===== src/rtl/coin_accumulator_if.sv =====
// Coin accumulator bus: transaction controls in, comparison result and inventory out.
// The cancel wire exists only when COIN_CANCEL_EN is defined.
interface coin_accumulator_if;
    logic       start;
    logic [3:0] cost;
    logic       coin_valid;
    logic [1:0] coin_type;
    logic       enter;
    logic       ack;
`ifdef COIN_CANCEL_EN
    logic       cancel;
`endif
    logic       less;
    logic       exact;
    logic       more;
    logic [3:0] change;
    logic [1:0] Pentagons;
    logic [1:0] Triangles;
    logic [1:0] Circles;
    logic [3:0] paid;
    logic       result_valid;
    logic       busy;
    logic       coin_reject;

    modport master (
`ifdef COIN_CANCEL_EN
        output cancel,
`endif
        output start, cost, coin_valid, coin_type, enter, ack,
        input  less, exact, more, change, Pentagons, Triangles, Circles,
        input  paid, result_valid, busy, coin_reject
    );

    modport slave (
`ifdef COIN_CANCEL_EN
        input  cancel,
`endif
        input  start, cost, coin_valid, coin_type, enter, ack,
        output less, exact, more, change, Pentagons, Triangles, Circles,
        output paid, result_valid, busy, coin_reject
    );
endinterface


===== src/rtl/coin_accumulator.sv =====
// Coin accumulator: collects coins against a latched cost, compares on enter, keeps inventory.
// Latency: all outputs registered; result_valid rises one cycle after enter.
// Backpressure: result held until ack; refused coins pulse coin_reject. Optional cancel: COIN_CANCEL_EN.
module coin_accumulator (
    input  logic                clock,
    input  logic                reset_L,
    coin_accumulator_if.slave   bus
);

    typedef enum logic [1:0] {IDLE, COLLECT, RESULT} state_t;

    state_t     state, state_nxt;
    logic [3:0] cost_q, cost_nxt;
    logic [3:0] paid_q, paid_nxt;
    logic [1:0] sess_p, sess_p_nxt, sess_t, sess_t_nxt, sess_c, sess_c_nxt;
    logic [1:0] inv_p, inv_p_nxt, inv_t, inv_t_nxt, inv_c, inv_c_nxt;
    logic       less_q, less_nxt, exact_q, exact_nxt, more_q, more_nxt;
    logic [3:0] change_q, change_nxt;
    logic       rv_q, rv_nxt, busy_q, busy_nxt, reject_q, reject_nxt;

    logic [2:0] coin_val;
    logic [1:0] coin_cnt;
    logic [4:0] coin_sum;
    logic       coin_ok;
    logic [4:0] diff;

    function automatic logic [1:0] sat_add(input logic [1:0] a, input logic [1:0] b);
        logic [2:0] s;
        s = {1'b0, a} + {1'b0, b};
        return (s > 3'd3) ? 2'd3 : s[1:0];
    endfunction

    // Coin decode and acceptance test against the current running total.
    always_comb begin
        coin_val = 3'd0;
        coin_cnt = 2'd0;
        case (bus.coin_type)
            2'b01:   begin coin_val = 3'd1; coin_cnt = sess_c; end
            2'b10:   begin coin_val = 3'd3; coin_cnt = sess_t; end
            2'b11:   begin coin_val = 3'd5; coin_cnt = sess_p; end
            default: begin coin_val = 3'd0; coin_cnt = 2'd0;   end
        endcase
        coin_sum = {1'b0, paid_q} + {2'b00, coin_val};
        coin_ok  = bus.coin_valid && (bus.coin_type != 2'b00) && !coin_sum[4] && (coin_cnt != 2'd3);
    end

    always_ff @(posedge clock or negedge reset_L) begin
        if (!reset_L) state <= IDLE;
        else          state <= state_nxt;
    end

    always_comb begin
        state_nxt  = state;
        cost_nxt   = cost_q;
        paid_nxt   = paid_q;
        sess_p_nxt = sess_p;
        sess_t_nxt = sess_t;
        sess_c_nxt = sess_c;
        inv_p_nxt  = inv_p;
        inv_t_nxt  = inv_t;
        inv_c_nxt  = inv_c;
        less_nxt   = less_q;
        exact_nxt  = exact_q;
        more_nxt   = more_q;
        change_nxt = change_q;
        rv_nxt     = rv_q;
        reject_nxt = 1'b0;
        diff       = 5'd0;

        case (state)
            IDLE: begin
                reject_nxt = bus.coin_valid;
                if (bus.start) begin
                    cost_nxt   = bus.cost;
                    paid_nxt   = 4'd0;
                    sess_p_nxt = 2'd0;
                    sess_t_nxt = 2'd0;
                    sess_c_nxt = 2'd0;
                    state_nxt  = COLLECT;
                end
            end
            COLLECT: begin
`ifdef COIN_CANCEL_EN
                if (bus.cancel) begin
                    reject_nxt = bus.coin_valid;
                    paid_nxt   = 4'd0;
                    sess_p_nxt = 2'd0;
                    sess_t_nxt = 2'd0;
                    sess_c_nxt = 2'd0;
                    state_nxt  = IDLE;
                end else
`endif
                begin
                    reject_nxt = bus.coin_valid && !coin_ok;
                    if (coin_ok) begin
                        paid_nxt = coin_sum[3:0];
                        case (bus.coin_type)
                            2'b01:   sess_c_nxt = sess_c + 2'd1;
                            2'b10:   sess_t_nxt = sess_t + 2'd1;
                            default: sess_p_nxt = sess_p + 2'd1;
                        endcase
                    end
                    // Evaluation sees the coin accepted on this same edge.
                    if (bus.enter) begin
                        diff       = {1'b0, paid_nxt} - {1'b0, cost_q};
                        less_nxt   = paid_nxt <  cost_q;
                        exact_nxt  = paid_nxt == cost_q;
                        more_nxt   = paid_nxt >  cost_q;
                        change_nxt = (paid_nxt > cost_q) ? diff[3:0] : 4'd0;
                        rv_nxt     = 1'b1;
                        inv_p_nxt  = sat_add(inv_p, sess_p_nxt);
                        inv_t_nxt  = sat_add(inv_t, sess_t_nxt);
                        inv_c_nxt  = sat_add(inv_c, sess_c_nxt);
                        state_nxt  = RESULT;
                    end
                end
            end
            RESULT: begin
                reject_nxt = bus.coin_valid;
                if (bus.ack) begin
                    less_nxt   = 1'b0;
                    exact_nxt  = 1'b0;
                    more_nxt   = 1'b0;
                    change_nxt = 4'd0;
                    rv_nxt     = 1'b0;
                    state_nxt  = IDLE;
                end
            end
            default: state_nxt = IDLE;
        endcase

        busy_nxt = (state_nxt != IDLE);
    end

    always_ff @(posedge clock or negedge reset_L) begin
        if (!reset_L) begin
            cost_q   <= 4'd0;
            paid_q   <= 4'd0;
            sess_p   <= 2'd0;
            sess_t   <= 2'd0;
            sess_c   <= 2'd0;
            inv_p    <= 2'd0;
            inv_t    <= 2'd0;
            inv_c    <= 2'd0;
            less_q   <= 1'b0;
            exact_q  <= 1'b0;
            more_q   <= 1'b0;
            change_q <= 4'd0;
            rv_q     <= 1'b0;
            busy_q   <= 1'b0;
            reject_q <= 1'b0;
        end else begin
            cost_q   <= cost_nxt;
            paid_q   <= paid_nxt;
            sess_p   <= sess_p_nxt;
            sess_t   <= sess_t_nxt;
            sess_c   <= sess_c_nxt;
            inv_p    <= inv_p_nxt;
            inv_t    <= inv_t_nxt;
            inv_c    <= inv_c_nxt;
            less_q   <= less_nxt;
            exact_q  <= exact_nxt;
            more_q   <= more_nxt;
            change_q <= change_nxt;
            rv_q     <= rv_nxt;
            busy_q   <= busy_nxt;
            reject_q <= reject_nxt;
        end
    end

    assign bus.less         = less_q;
    assign bus.exact        = exact_q;
    assign bus.more         = more_q;
    assign bus.change       = change_q;
    assign bus.Pentagons    = inv_p;
    assign bus.Triangles    = inv_t;
    assign bus.Circles      = inv_c;
    assign bus.paid         = paid_q;
    assign bus.result_valid = rv_q;
    assign bus.busy         = busy_q;
    assign bus.coin_reject  = reject_q;

endmodule


===== src/flat_wrapper.sv =====
// flat-port wrapper written by rule: the top's interface ports become plain ports
module coin_accumulator_flat 
  (clock, reset_L, bus_start, bus_cost, bus_coin_valid, bus_coin_type, bus_enter, bus_ack, bus_less, bus_exact, bus_more, bus_change, bus_Pentagons, bus_Triangles, bus_Circles, bus_paid, bus_result_valid, bus_busy, bus_coin_reject);
  coin_accumulator_if bus_i ();
  input  logic clock;
  input  logic reset_L;
  input wire logic [$bits(bus_i.start)-1:0] bus_start;
  input wire logic [$bits(bus_i.cost)-1:0] bus_cost;
  input wire logic [$bits(bus_i.coin_valid)-1:0] bus_coin_valid;
  input wire logic [$bits(bus_i.coin_type)-1:0] bus_coin_type;
  input wire logic [$bits(bus_i.enter)-1:0] bus_enter;
  input wire logic [$bits(bus_i.ack)-1:0] bus_ack;
  output wire logic [$bits(bus_i.less)-1:0] bus_less;
  output wire logic [$bits(bus_i.exact)-1:0] bus_exact;
  output wire logic [$bits(bus_i.more)-1:0] bus_more;
  output wire logic [$bits(bus_i.change)-1:0] bus_change;
  output wire logic [$bits(bus_i.Pentagons)-1:0] bus_Pentagons;
  output wire logic [$bits(bus_i.Triangles)-1:0] bus_Triangles;
  output wire logic [$bits(bus_i.Circles)-1:0] bus_Circles;
  output wire logic [$bits(bus_i.paid)-1:0] bus_paid;
  output wire logic [$bits(bus_i.result_valid)-1:0] bus_result_valid;
  output wire logic [$bits(bus_i.busy)-1:0] bus_busy;
  output wire logic [$bits(bus_i.coin_reject)-1:0] bus_coin_reject;
  assign bus_i.start = bus_start;
  assign bus_i.cost = bus_cost;
  assign bus_i.coin_valid = bus_coin_valid;
  assign bus_i.coin_type = bus_coin_type;
  assign bus_i.enter = bus_enter;
  assign bus_i.ack = bus_ack;
  assign bus_less = bus_i.less;
  assign bus_exact = bus_i.exact;
  assign bus_more = bus_i.more;
  assign bus_change = bus_i.change;
  assign bus_Pentagons = bus_i.Pentagons;
  assign bus_Triangles = bus_i.Triangles;
  assign bus_Circles = bus_i.Circles;
  assign bus_paid = bus_i.paid;
  assign bus_result_valid = bus_i.result_valid;
  assign bus_busy = bus_i.busy;
  assign bus_coin_reject = bus_i.coin_reject;
  coin_accumulator u_core (.clock(clock), .reset_L(reset_L), .bus(bus_i));
endmodule

===== config.mk =====
export PLATFORM = sky130hd
export DESIGN_NAME = coin_accumulator_flat
export DESIGN_NICKNAME = d
export VERILOG_FILES = /design/src/rtl/coin_accumulator_if.sv /design/src/rtl/coin_accumulator.sv /design/src/flat_wrapper.sv
export SDC_FILE = /design/constraint.sdc
export NUM_CORES = 1
export LEC_CHECK = 0
export ABC_AREA = 1
export CORE_MARGIN = 2
export CORE_UTILIZATION = 45
export CTS_BUF_LIST = sky130_fd_sc_hd__clkbuf_16
export DETAILED_ROUTE_END_ITERATION = 16
export PLACE_DENSITY_LB_ADDON = 0.15
export RECOVER_POWER = 50
export SETUP_SLACK_MARGIN = 0.2
export SLEW_MARGIN = 20
export SYNTH_ARGS = -nofsm -noshare
export SYNTH_HDL_FRONTEND = slang
export SYNTH_SLANG_ARGS = --single-unit

===== constraint.sdc =====
create_clock -name clock -period 2.7 [get_ports clock]
set_input_delay 0.54 -clock clock [delete_from_list [all_inputs] [get_ports clock]]
set_output_delay 0.54 -clock clock [all_outputs]
set_load 0.02 [all_outputs]

# == Word level (Yosys, flattened, before mapping) ==
# Cells that the tools add are included.
# word_totals
word_cells,96
reg_bits,32
input_bits,12
# classes
mux,40
n_addsub,8
order_cmp,5
eq_ne,10
reduce_logical,17
# ops
cell,count
two-way mux 2 bit,16
two-way mux 4 bit,6
one-hot mux 4 bit (2 select lines),2
one-hot mux 2 bit (2 select lines),3
one-hot mux 2 bit (3 select lines),2
one-hot mux 1 bit (2 select lines),5
adder 2 x 2 -> 3 bit,3
"greater-than comparator 3 x 2 -> 1 bit, second input constant",3
one-hot mux 3 bit (3 select lines),1
"!= test 2 bit, second input constant",4
nonzero test 2 bit,4
"adder 2 x 1 -> 2 bit, second input constant",3
"equality test 2 bit, second input constant",3
AND reduction 2 bit,3
adder 4 x 3 -> 5 bit,1
two-way mux 1 bit,5
"equality test 2 x 1 -> 1 bit, second input constant",2
equality test 4 bit,1
greater-than comparator 4 bit,1
logical AND 1 bit,4
less-than comparator 4 bit,1
OR reduction 2 bit,2
subtractor 4 bit,1
AND reduction 3 bit,1
other kinds (2),3

# == Longest topological paths before layout ==
# depth
ltp_word,12
mapped_depth,21
ltp_nobuf,20

# == Worst setup path before layout ==
# OpenSTA, ideal clock, no wires.
# synth_timing
path_kind,input-to-reg
startpoint,input bus_coin_type[0]
endpoint,register u_core.change_q[1] (netlist: u_core.bus.change[1])
path_stages,18
required_ns,2.579
t_arrival_ns,3.128
setup_slack_ns,-0.549
path_buffers,0
setup_time_ns,0.121
path_cell_list,inv_1 -> ha_1 -> inv_1 -> ha_1 -> fa_1 -> nand3_2 -> nand2_2 -> nor2_4 -> nand3b_1 -> nand2_1 -> ha_1 -> inv_1 -> fa_1 -> nand2_1 -> nand2_1 -> a21oi_1 -> nor2_1 -> a22o_1
# synth_between
elab_chain_len,12
elab_cells_between_ends,19
classes_between,add/sub (2); order compare (1); eq/ne (4); mux (7); reduce/logical (5)
# synth_lines
element,line,source
"start, declared",flat_wrapper.sv:10,input wire logic [$bits(bus_i.coin_type)-1:0] bus_coin_type;
equality test 2 bit or equality test 2 x 1 -> 1 bit (tied branches),coin_accumulator.sv:37,case (bus.coin_type)
one-hot mux 3 bit (3 select lines),coin_accumulator.sv:37,
adder 4 x 3 -> 5 bit,coin_accumulator.sv:43,"coin_sum = {1'b0, paid_q} + {2'b00, coin_val};"
zero test 1 bit,coin_accumulator.sv:44,coin_ok = bus.coin_valid && (bus.coin_type != 2'b00) && !coin_sum[4] && (coin_cnt != 2'd3);
logical AND 1 bit (2 in series),coin_accumulator.sv:44,
two-way mux 4 bit *,coin_accumulator.sv:95,if (coin_ok) begin
two-way mux 4 bit *,coin_accumulator.sv:70,case (state)
subtractor 4 bit or greater-than comparator 4 bit (tied branches),"coin_accumulator.sv:105, coin_accumulator.sv:109",
two-way mux 4 bit *,coin_accumulator.sv:109,change_nxt = (paid_nxt > cost_q) ? diff[3:0] : 4'd0;
two-way mux 4 bit *,coin_accumulator.sv:104,if (bus.enter) begin
one-hot mux 4 bit (2 select lines) *,coin_accumulator.sv:70,
"end signal, assigned",coin_accumulator.sv:164,change_q <= change_nxt;
"end, declared",coin_accumulator.sv:18,"logic [3:0] change_q, change_nxt;"
# Every way passes the cells marked *; elsewhere a longest branch is shown, timed or not. The select of a mux whose other input is x is not followed.
# A chain may end at the register's enable or synchronous reset.

# == Worst setup path after layout ==
# layout_timing
startpoint,input bus_coin_type[1]
endpoint,register u_core.change_q[1] (netlist: u_core.bus.change[1])
# The elaborated chain is that of the path after synthesis.

==> flow_summary.toml <==
[timing]
rsz0062_at_grt = "yes"
hold_viol = 0
relSlewSlack_pct = -16.9
report.final.slew_viol_count = 33
setup_violations = 11
worstMarginPinSlew_ps = 1750
fmax_ghz = 0.343
post-route-min-period_ps = 2920
clock_skew_ps = 2.13
finalCritPeriodShare_pct = 108
finalWorstSetupSlack_ps = -219

[place]
place_inst = 380
hpwl_mm = 3.67
place_congestion = 0.889
placed_area_um2 = 2880
port_buffers = 31

[worst_setup_path]
r2r_start = "u_core.bus.paid[0]"
arrival_ps = 3080
worst_r2r_path_depth = 15
crit_buf_inv = 5
slowest_delay_ps = 360
required_ps = 2860
crit_path_start_kind = "primary input"
cpLargestDelayFamily = "adder cells"
crit_start = "bus_coin_type[1]"
crit_cells = 20
crit_type = "primary input to flop"
crit_slowest_cell = "fa_2"
path_cells = "buf_6, buf_8, inv_16, ha_4, inv_4, ha_4, fa_2, nand3_2, nand2_2, nor2_4, nand3b_1, nand2_2, ha_4, inv_4, fa_2, nand2_2, nand2_2, a21oi_2, nor2_2, a22o_1"
end_kind = "flop"
path_max_fanout = 4
crit_top_cell = "nand2_2"

[floorplan]
die-area_um2 = 5360
core_area_um2 = 4660
die_h_um = 73.2
start_util_pct = 46.3
io_pins = 32
core.rowCount = 25
die_w_um = 73.2

[clock_tree]
insertion_delay_ps = 270
cts_tree = "done"
cts-buffers-inserted = 5
cts_max_level = 2
cts_root_buf = "clkbuf_16"
hold_buffers = 0
clk_pin_slew_ps = 50
clockBufferDepth = 2
cts_sinks = 32

[cells_and_area]
synthToLayoutAreaGrowth_pct = 54.4
drive_gt1_share_pct = 34.8
antennaDiodeCount = 0
fin_cells = 402
final_cell_area_um2 = 3330
finish.net_count = 383

[drt]
vias_per_cell = 4.97
drtAntennaViolNets = 0
wl_met2_mm = 2.62
wl_per_cell_um = 13.5
firstDrtPassIters = 4
drt_iter0_drc = 103
wl_met1_mm = 2.41
drc_errors = 0
num_vias = 1997
wl_met3_um = 249
drt_wl_total_mm = 5.42
top_layer = "met4"

[synth]
synthesis.area_per_instance_um2 = 8.17
synth-edff-count = 0
yosysSeqAreaShare_pct = 37.1
ys.flop_type = "dfrtp_1"
synthArstFlopShare_pct = 100
synthCells = 264
synth_seq_cells = 32
yosysWarnings = 0
syn_nets = 300
synth_cell_types = 30
syn_area_um2 = 2160

[outcome]
violations = "capacitance limit, slew limit, setup timing"
status = "finished with violations"

[min_path]
hold_start = "u_core.bus.result_valid"
holdPathStages = 2
holdCritPathClass = "flop to flop"

[pwr]
power_leakage_nw = 1.65
p_per_area_nw_per_um2 = 1030
vdd_drop_max_mv = 0.494

[grt]
grt_pass1_wl_mm = 8.66
grt_overflow = 0
first_global_vias = 1888
grt_use_total_pct = 21.2
antenna_found_initial = 0
grt_max_degree = 33

[run]
maxCapViolations = 1
[cell usage after synthesis, types with 2 or more instances]
cell type / count / share of area (%)
a21oi_1: 5 / 1.2
a22o_1: 2 / 0.81
a31oi_1: 6 / 1.7
and2_1: 6 / 1.7
dfrtp_1: 32 / 37
fa_1: 5 / 4.6
ha_1: 19 / 11
inv_1: 33 / 5.7
inv_2: 2 / 0.35
nand2_1: 77 / 13
nand2_2: 13 / 3.8
nand3_1: 19 / 4.4
nand3_2: 2 / 0.93
nand3b_1: 4 / 1.4
nand4_1: 2 / 0.58
nor2_1: 16 / 2.8
nor2_4: 2 / 1.0
o21ai_0: 4 / 0.93
or2_2: 4 / 1.2
[registers in the layout, summed over array words and instances, names as in the netlist]
register / count
u_core.bus.result_valid: 1
u_core.bus.exact: 1
u_core.state: 2
u_core.cost_q: 4
u_core.sess_p: 2
u_core.bus.more: 1
u_core.bus.paid: 4
u_core.bus.busy: 1
u_core.bus.Pentagons: 2
u_core.sess_c: 2
u_core.bus.coin_reject: 1
u_core.bus.Circles: 2
u_core.bus.Triangles: 2
u_core.bus.less: 1
u_core.bus.change: 4
u_core.sess_t: 2
[timing repair]
item	CTS	global route
cloned	1	0
endpoints found under the setup margin	18	13
buffers inserted	7	6
gates resized for setup	31	14
pin swaps	22	5
[per-stage QoR]
step	power, W	hold slack, ps	setup slack (ps)	setup TNS, ps	utilization, %
2_1_floorplan	0.00188	244	-284	-1690	-
3_3_place_gp	0.00247	456	-835	-10230	61.9
3_5_place_dp	0.00254	467	-933	-11960	61.9
4_1_cts	0.00334	479	-187	-1190	68.7
5_1_grt	0.00370	496	-349	-3270	71.4
6_report	0.00344	475	-219	-1680	71.4
[area by class of cell]
class / count / area (um2)
tap: 54 / 67.6
sequential: 32 / 801
fill: 342 / 1330
clock buffer: 5 / 125
multi-input combinational: 194 / 1430
clock inverter: 3 / 38.8
inverter: 36 / 169
timing repair buffer: 78 / 696
[worst paths after layout]
kind | endpoint | slack [ps]
min reg2reg | u_core.bus.result_valid | 470
max in group asynchronous | u_core.cost_q[2] | 490
max | u_core.bus.change[1] | -220
min | u_core.bus.result_valid | 470
max reg2reg | u_core.bus.change[1] | 40
min in group asynchronous | u_core.bus.Triangles[1] | 1200
[kinds of logic after synthesis]
kind of cell	count (synthesis)	share of synthesized area (%)
flip-flops	32	37.1
adder cells (fa/ha/maj)	24	15.7
AND/OR/NAND/NOR	147	32.6
XOR/XNOR	2	0.813
multiplexers	1	0.522
buffers and inverters	39	7.78
AO/OA/AOI/OAI	19	5.51
[worst reg2reg max path, cell delays in order, from the launching register on]
cell and delay, ps:
dfrtp_1 410, ha_4 180, fa_2 350, nand3_2 80
nand2_2 70, nor2_4 120, nand3b_1 130, nand2_2 110
ha_4 140, inv_4 30, fa_2 360, nand2_2 100
nand2_2 50, a21oi_2 150, nor2_2 60, a22o_1 200
[layout by cell type (no fill, tap or decap), drive strengths merged]
master	Yosys	final
a21boi	1	1
a21oi	5	5
nand2	91	92
a31oi	6	6
nor2	18	18
dlygate4sd3	0	1
bufinv	0	1
or2	4	4
buf	3	47
nand3b	4	4
nand4	2	2
xnor2	1	1
nand3	22	22
fa	5	5
o31ai	1	1
clkinv	1	2
o21ai	4	4
inv	35	36
a22o	2	2
clkbuf	0	7
mux2	1	1
and2	6	6
clkdlybuf4s50	0	28
xor2	1	1
dfrtp	32	32
ha	19	19
[report_power, final]
part | leakage (nW) | switching [W] | internal [W]
logic | 1.18 | 0.00102 | 0.000956
registers | 0.390 | 0.000173 | 0.000664
clock network | 0.0850 | 0.000200 | 0.000429
[metal layers]
layer / vias to the layer above / GRT usage, %
met5: - / 0
met4: 0 / 6.58
met3: 15 / 4.83
met2: 46 / 36.1
met1: 930 / 26.5
li1: 1006 / -
No activity file was read; power rests on OpenSTA's default activity.
